`src/rtl/nonce_dispatcher_pkg.sv`:
```
// Shared types and defaults for the nonce dispatcher and its arbiter.
package nonce_dispatch_pkg;

  typedef enum logic [1:0] {
    ST_IDLE = 2'd0,
    ST_RUN  = 2'd1,
    ST_DONE = 2'd2
  } disp_state_t;

  localparam int NUM_CORES_DEF  = 4;
  localparam int NUM_NONCES_DEF = 16;

  // First output word (h0) of a double-hash core.
  typedef logic [31:0] hash_word_t;

  // Index width for n items, never narrower than one bit.
  function automatic int idx_width(input int n);
    return (n > 1) ? $clog2(n) : 1;
  endfunction

endpackage

```
`src/rtl/nonce_dispatcher_rr_arbiter.sv`:
```
// Combinational round-robin arbiter: first request at or after ptr wins.
module rr_arbiter
  import nonce_dispatch_pkg::*;
#(
  parameter  int N  = NUM_CORES_DEF,
  localparam int PW = idx_width(N)
) (
  input  logic [N-1:0]  req,
  input  logic [PW-1:0] ptr,
  output logic [N-1:0]  grant,
  output logic [PW-1:0] grant_idx,
  output logic          any_grant
);

  logic [PW-1:0] idx;

  // Walk the request vector starting from the pointer, wrapping at N.
  always_comb begin
    grant     = '0;
    grant_idx = '0;
    any_grant = 1'b0;
    idx       = '0;
    for (int unsigned k = 0; k < N; k++) begin
      idx = PW'((32'(ptr) + k) % N);
      if (!any_grant && req[idx]) begin
        any_grant  = 1'b1;
        grant_idx  = idx;
        grant[idx] = 1'b1;
      end
    end
  end

endmodule

```
`src/rtl/nonce_dispatcher.sv`:
```
// Hands out nonces to idle hash cores and writes their results to memory.
module nonce_dispatcher
  import nonce_dispatch_pkg::*;
#(
  parameter int NUM_CORES  = NUM_CORES_DEF,
  parameter int NUM_NONCES = NUM_NONCES_DEF
) (
  input  logic                    clk,
  input  logic                    reset,
  input  logic                    start,
  input  logic [15:0]             output_addr,
  output logic                    done,
  output logic [NUM_CORES-1:0]    core_start,
  output logic [31:0]             core_nonce,
  input  logic [NUM_CORES-1:0]    core_valid,
  input  logic [32*NUM_CORES-1:0] core_hash,
  output logic [NUM_CORES-1:0]    core_ack,
  output logic                    mem_we,
  output logic [15:0]             mem_addr,
  output logic [31:0]             mem_write_data
);

  localparam int PW = idx_width(NUM_CORES);
  localparam int NW = idx_width(NUM_NONCES);
  localparam int CW = $clog2(NUM_NONCES + 1);
  localparam logic [CW-1:0] NONCE_TOTAL = CW'(NUM_NONCES);

  disp_state_t          state;
  disp_state_t          next_state;
  logic                 start_accept;

  logic [15:0]          base_addr;
  logic [CW-1:0]        issued;
  logic [CW-1:0]        written;
  logic [NUM_CORES-1:0] busy;
  logic [NW-1:0]        nonce_reg [NUM_CORES];
  logic [PW-1:0]        rr_ptr;

  hash_word_t           hash_word [NUM_CORES];

  logic                 disp_found;
  logic                 disp_fire;
  logic [PW-1:0]        disp_idx;

  logic [NUM_CORES-1:0] collect_req;
  logic [NUM_CORES-1:0] grant;
  logic [PW-1:0]        grant_idx;
  logic                 any_grant;
  logic [PW-1:0]        ptr_after;

  // State register.
  always_ff @(posedge clk or posedge reset) begin
    if (reset) begin
      state <= ST_IDLE;
    end else begin
      state <= next_state;
    end
  end

  // Next-state: start only accepted outside RUN; finish once every nonce is written back.
  always_comb begin
    next_state   = state;
    start_accept = 1'b0;
    case (state)
      ST_IDLE: begin
        if (start) begin
          next_state   = ST_RUN;
          start_accept = 1'b1;
        end
      end
      ST_RUN: begin
        if (issued == NONCE_TOTAL && written == NONCE_TOTAL) begin
          next_state = ST_DONE;
        end
      end
      ST_DONE: begin
        if (start) begin
          next_state   = ST_RUN;
          start_accept = 1'b1;
        end
      end
      default: next_state = ST_IDLE;
    endcase
  end

  // Split the packed hash bus into per-core words.
  always_comb begin
    for (int unsigned i = 0; i < NUM_CORES; i++) begin
      hash_word[i] = core_hash[32*i +: 32];
    end
  end

  // Dispatch target: lowest-index idle core, while nonces remain.
  always_comb begin
    disp_found = 1'b0;
    disp_idx   = '0;
    for (int unsigned i = 0; i < NUM_CORES; i++) begin
      if (!disp_found && !busy[i]) begin
        disp_found = 1'b1;
        disp_idx   = PW'(i);
      end
    end
    disp_fire = (state == ST_RUN) && (issued < NONCE_TOTAL) && disp_found;
  end

  // Collect requests: only busy cores not already being acknowledged this cycle.
  always_comb begin
    collect_req = '0;
    if (state == ST_RUN) begin
      collect_req = core_valid & busy & ~core_ack;
    end
    ptr_after = (grant_idx == PW'(NUM_CORES - 1)) ? '0 : grant_idx + 1'b1;
  end

  rr_arbiter #(
    .N (NUM_CORES)
  ) u_rr_arbiter (
    .req       (collect_req),
    .ptr       (rr_ptr),
    .grant     (grant),
    .grant_idx (grant_idx),
    .any_grant (any_grant)
  );

  // Datapath: counters, per-core bookkeeping and registered outputs.
  // A dispatch and a grant never target the same core (idle vs busy), so both
  // busy[] updates can land on the same edge without conflict.
  always_ff @(posedge clk or posedge reset) begin
    if (reset) begin
      base_addr      <= '0;
      issued         <= '0;
      written        <= '0;
      busy           <= '0;
      rr_ptr         <= '0;
      done           <= 1'b0;
      core_start     <= '0;
      core_nonce     <= '0;
      core_ack       <= '0;
      mem_we         <= 1'b0;
      mem_addr       <= '0;
      mem_write_data <= '0;
      for (int unsigned i = 0; i < NUM_CORES; i++) begin
        nonce_reg[i] <= '0;
      end
    end else begin
      core_start <= '0;
      core_ack   <= '0;
      mem_we     <= 1'b0;
      done       <= (next_state == ST_DONE);
      if (start_accept) begin
        base_addr <= output_addr;
        issued    <= '0;
        written   <= '0;
        busy      <= '0;
        rr_ptr    <= '0;
      end else begin
        if (disp_fire) begin
          core_start[disp_idx] <= 1'b1;
          core_nonce           <= 32'(issued);
          busy[disp_idx]       <= 1'b1;
          nonce_reg[disp_idx]  <= NW'(issued);
          issued               <= issued + 1'b1;
        end
        if (any_grant) begin
          mem_we          <= 1'b1;
          mem_addr        <= base_addr + 16'(nonce_reg[grant_idx]);
          mem_write_data  <= hash_word[grant_idx];
          core_ack        <= grant;
          busy[grant_idx] <= 1'b0;
          written         <= written + 1'b1;
          rr_ptr          <= ptr_after;
        end
      end
    end
  end

endmodule
```
`config.mk`:
```
export PLATFORM = sky130hd
export DESIGN_NAME = nonce_dispatcher
export DESIGN_NICKNAME = d
export VERILOG_FILES = /design/src/rtl/nonce_dispatcher_pkg.sv /design/src/rtl/nonce_dispatcher_rr_arbiter.sv /design/src/rtl/nonce_dispatcher.sv
export SDC_FILE = /design/constraint.sdc
export NUM_CORES = 1
export LEC_CHECK = 0
export CAP_MARGIN = 20
export CELL_PAD_IN_SITES_DETAIL_PLACEMENT = 1
export CELL_PAD_IN_SITES_GLOBAL_PLACEMENT = 1
export CORE_MARGIN = 2
export CORE_UTILIZATION = 34
export CTS_CLUSTER_SIZE = 8
export DETAILED_ROUTE_END_ITERATION = 12
export GPL_TIMING_DRIVEN = 0
export PLACE_DENSITY = 0.93
export SYNTH_ARGS = -nofsm -noshare
export SYNTH_HDL_FRONTEND = slang
export SYNTH_SLANG_ARGS = --single-unit
```
`constraint.sdc`:
```
create_clock -name clk -period 6.5 [get_ports clk]
set_input_delay 0.65 -clock clk [delete_from_list [all_inputs] [get_ports clk]]
set_output_delay 0.65 -clock clk [all_outputs]
set_load 0.01 [all_outputs]
```
==> summary.md, run 1 <==
| Metric | Value |
|---|---|
| Clock Latency Late Sink | 0.43 ns |
| Final period util | 93.6% |
| Crit Path Max Fanout | 13 |
| Final wirelength | 29100 um |
| Vias in the first global route | 8181 |
| Via count | 7774 |
| Largest register FFs | 32 |
| #FFs+latches synth | 113 |
| Critical path data arrival time | 6.37 ns |
| Fmax | 0.164 GHz |
| First-pass GRT wire length | 44200 um |
| DP Worst Slack | 0.441 ns |
| # diodes | 0 |
| Synthesized area | 7260 um2 |
| CTS Root Cell | clkbuf_16 |
| Tot GR Track Use | 25.6% |
| Gr ovfl total | 0 |
| Cells after Synth | 896 |
| Largest net degree at the start of global routing | 67 |
| Sequential share of the synthesized area | 39.0% |
| P_leak | 4.57 nW |
| Fin Setup TNS | 0 ns |
| Via density | 5.39 |
| WL/cell | 20.2 um |
| CTS max path bufs | 2 |
| Placer Congestion | 0.884 |
| IO Port Bufs | 213 |
| Final setup skew | 0.00983 ns |
| Final WS setup | 0.418 ns |
| Total chip power | 7.25 mW |
| CTS Buf Count | 17 |
| Core area | 21000 um2 |
| WP data required | 6.79 ns |
| Total iterations of the first detailed-routing run | 6 |
| Final HPWL DP | 21400 um |
| Synth warn | 0 |
| CTS tree | built |
| Netlist cell types | 57 |
| Tmin final | 6.08 ns |
| Core Rows | 53 |
| Post-layout instance area | 10500 um2 |
| Antenna violations before repair | 0 |
| Die X-Extent | 150 um |
| Initial core utilization | 34.6% |
| Post-CTS sizing | 0 |
| Ys flop type | dfrtp_1 |
| Relative slew slack | 45.4% |
| CP Class | flop to flop |
| VDD IR max | 0.000346 V |
| Status | completed |
| Setup violations, final | 0 |
| Worst Hold Class | flop to flop |
| Clock transition at path regs | 0.06 ns |
| H-tree Lvls | 4 |
| PD cells | 691 nW/um2 |
| Iteration-0 DRC Markers | 367 |
| RSZ-0062 raised after global routing | no |
| Post-DP Area | 9860 um2 |
| Final nets | 1327 |
| I/O pin total | 241 |
| Share of layout cells above drive strength 1 | 11.2% |
| Slew @ Worst Pin | 0.817 ns |
| Sink Count | 113 |
| Most frequent cells in the layout | nand2_1 (279), clkdlybuf4s50_1 (213), dfrtp_1 (113) |
| Die Span Y | 150 um |
| Most common cell after layout, fill and taps aside | nand2_1 |
| Final ANT Viol Nets | 0 |
| Final Util | 50.1% |
| Die area | 22500 um2 |
| Hold Vio Cnt, Final | 0 |
| CP Capture Type | flop |
| Top reg by flops | mem_write_data |
| Max-cap violations | 0 |
| Area Growth Syn to Fin | 44.6% |
| Post-synth ARST share | 100% |
| CTS Hold Buffers Added | 0 |
| Residual DRC | 0 |
| Syn Area/Cell | 8.10 um2 |
| Slew Viols, Final | 0 |
| Critical Path Source Type | flop |
| Post-synth EDFFs | 0 |
| Post-CTS Setup Repair Bufs | 0 |
worst max-delay path: stages, from the launching register on:
cell and delay, ns:
dfrtp_1 0.53, inv_1 0.30, clkbuf_1 0.43, clkbuf_2 0.43
ha_1 0.30, nand3b_1 0.15, o21ai_0 0.39, o32ai_2 0.23
a21oi_4 0.34, buf_6 0.20, clkbuf_1 0.42, nand2_1 0.13
a31oi_1 0.20, a32o_1 0.23, ha_1 0.25, a21o_1 0.15
a21oi_1 0.26, nor2b_1 0.10, o21ai_1 0.44, nor2_1 0.13
xnor2_1 0.20, a21oi_1 0.09
metrics by stage:
step,std cells,hold WS (ns)
after floorplan,922,0.452
after global placement,1410,0.461
after detailed placement,1411,0.468
after CTS,1443,0.483
after global routing,1443,0.516
final,1443,0.480
metal layers:
layer / wire length [um] / GRT usage (%) / up-vias
met5: 0 / 0 / -
met4: 1290 / 12.5 / 0
met3: 2000 / 5.67 / 83
met2: 14400 / 44.7 / 331
met1: 11500 / 29.5 / 3827
li1: - / - / 3533
final timing paths:
kind,from,end,slack [ns],depth (start not counted)
max,rr_ptr[0],mem_addr[7],0.42,21
min,core_nonce[3],core_nonce[3],0.48,2
max reg2reg,rr_ptr[0],mem_addr[7],0.42,21
min reg2reg,core_nonce[3],core_nonce[3],0.48,2
max in group asynchronous,reset,mem_write_data[3],5.15,3
min in group asynchronous,reset,core_nonce[4],0.64,2
synthesized netlist by cell type, drive strengths merged, types with 2 or more instances:
library cell / number / area share (%)
a22oi: 5 / 0.52
xor2: 9 / 1.1
nor3: 46 / 3.2
nand3b: 7 / 0.78
a32o: 4 / 0.55
xnor2: 12 / 1.6
nor2b: 2 / 0.17
a311oi: 31 / 6.2
nand2b: 4 / 0.38
a211o: 8 / 0.97
nand4: 8 / 0.69
nand3: 7 / 0.48
a221o: 4 / 0.55
a21o: 4 / 0.41
a211oi: 2 / 0.28
nor2: 70 / 3.6
dfrtp: 113 / 39
o21ai: 17 / 1.2
a31oi: 5 / 0.43
or3: 2 / 0.17
inv: 13 / 0.67
and2: 4 / 0.34
ha: 20 / 3.4
buf: 48 / 4.8
nand2: 279 / 14
and3: 9 / 0.78
o32a: 3 / 0.43
clkbuf: 40 / 2.1
a21oi: 86 / 6.1
o31ai: 5 / 0.52
mux2i: 2 / 0.28
mux2: 14 / 2.2
kinds of logic (layout without fill, tap and decap cells):
| logic type | after synthesis | in the layout | synth area share [%] |
|---|---|---|---|
| adders and majority gates | 21 | 21 | 3.72 |
| xor gates and xnor gates | 21 | 21 | 2.64 |
| and+or+nand+nor | 441 | 441 | 25.5 |
| muxes | 16 | 16 | 2.45 |
| DFF | 113 | 113 | 39.0 |
| other | 1 | 27 | 0.0517 |
| buffers and inverters | 101 | 347 | 7.50 |
| AOI/OAI and AO/OA | 182 | 182 | 19.2 |
layout make-up:
| cell class | instances | area [um2] |
|---|---|---|
| Buffer | 88 | 497 |
| Clock buffer | 19 | 453 |
| Clock inverter | 13 | 175 |
| Fill cell | 2538 | 10500 |
| Inverter | 13 | 53.8 |
| Multi-Input combinational cell | 708 | 3980 |
| Sequential cell | 113 | 2830 |
| Tap cell | 275 | 344 |
| Timing Repair Buffer | 214 | 2160 |
where the power goes:
| part | internal, mW | leakage [nW] | switching, mW | total, mW |
|---|---|---|---|---|
| sequential | 1.10 | 1.36 | 0.292 | 1.39 |
| combinational | 1.94 | 2.90 | 2.90 | 4.85 |
| clock | 0.630 | 0.301 | 0.381 | 1.01 |
(Power assumes the default switching activity.)
==> run 2: changes to the inputs <==
--- a/config.mk
+++ b/config.mk
@@ -5,6 +5,7 @@
 export SDC_FILE = /design/constraint.sdc
 export NUM_CORES = 1
 export LEC_CHECK = 0
+export ABC_CLOCK_PERIOD_IN_PS = 6500
 export CAP_MARGIN = 20
 export CELL_PAD_IN_SITES_DETAIL_PLACEMENT = 1
 export CELL_PAD_IN_SITES_GLOBAL_PLACEMENT = 1
==> results of run 2 <==
Same layout as run 1: the final DEF is identical, and so are final timing and power.
==> run 3: changes to the inputs <==
--- a/config.mk
+++ b/config.mk
@@ -14,6 +14,7 @@
 export CTS_CLUSTER_SIZE = 8
 export DETAILED_ROUTE_END_ITERATION = 12
 export GPL_TIMING_DRIVEN = 0
+export HOLD_SLACK_MARGIN = 0.12
 export PLACE_DENSITY = 0.93
 export SYNTH_ARGS = -nofsm -noshare
 export SYNTH_HDL_FRONTEND = slang
==> results of run 3 <==
Same layout as run 1: the final DEF is identical, and so are final timing and power.
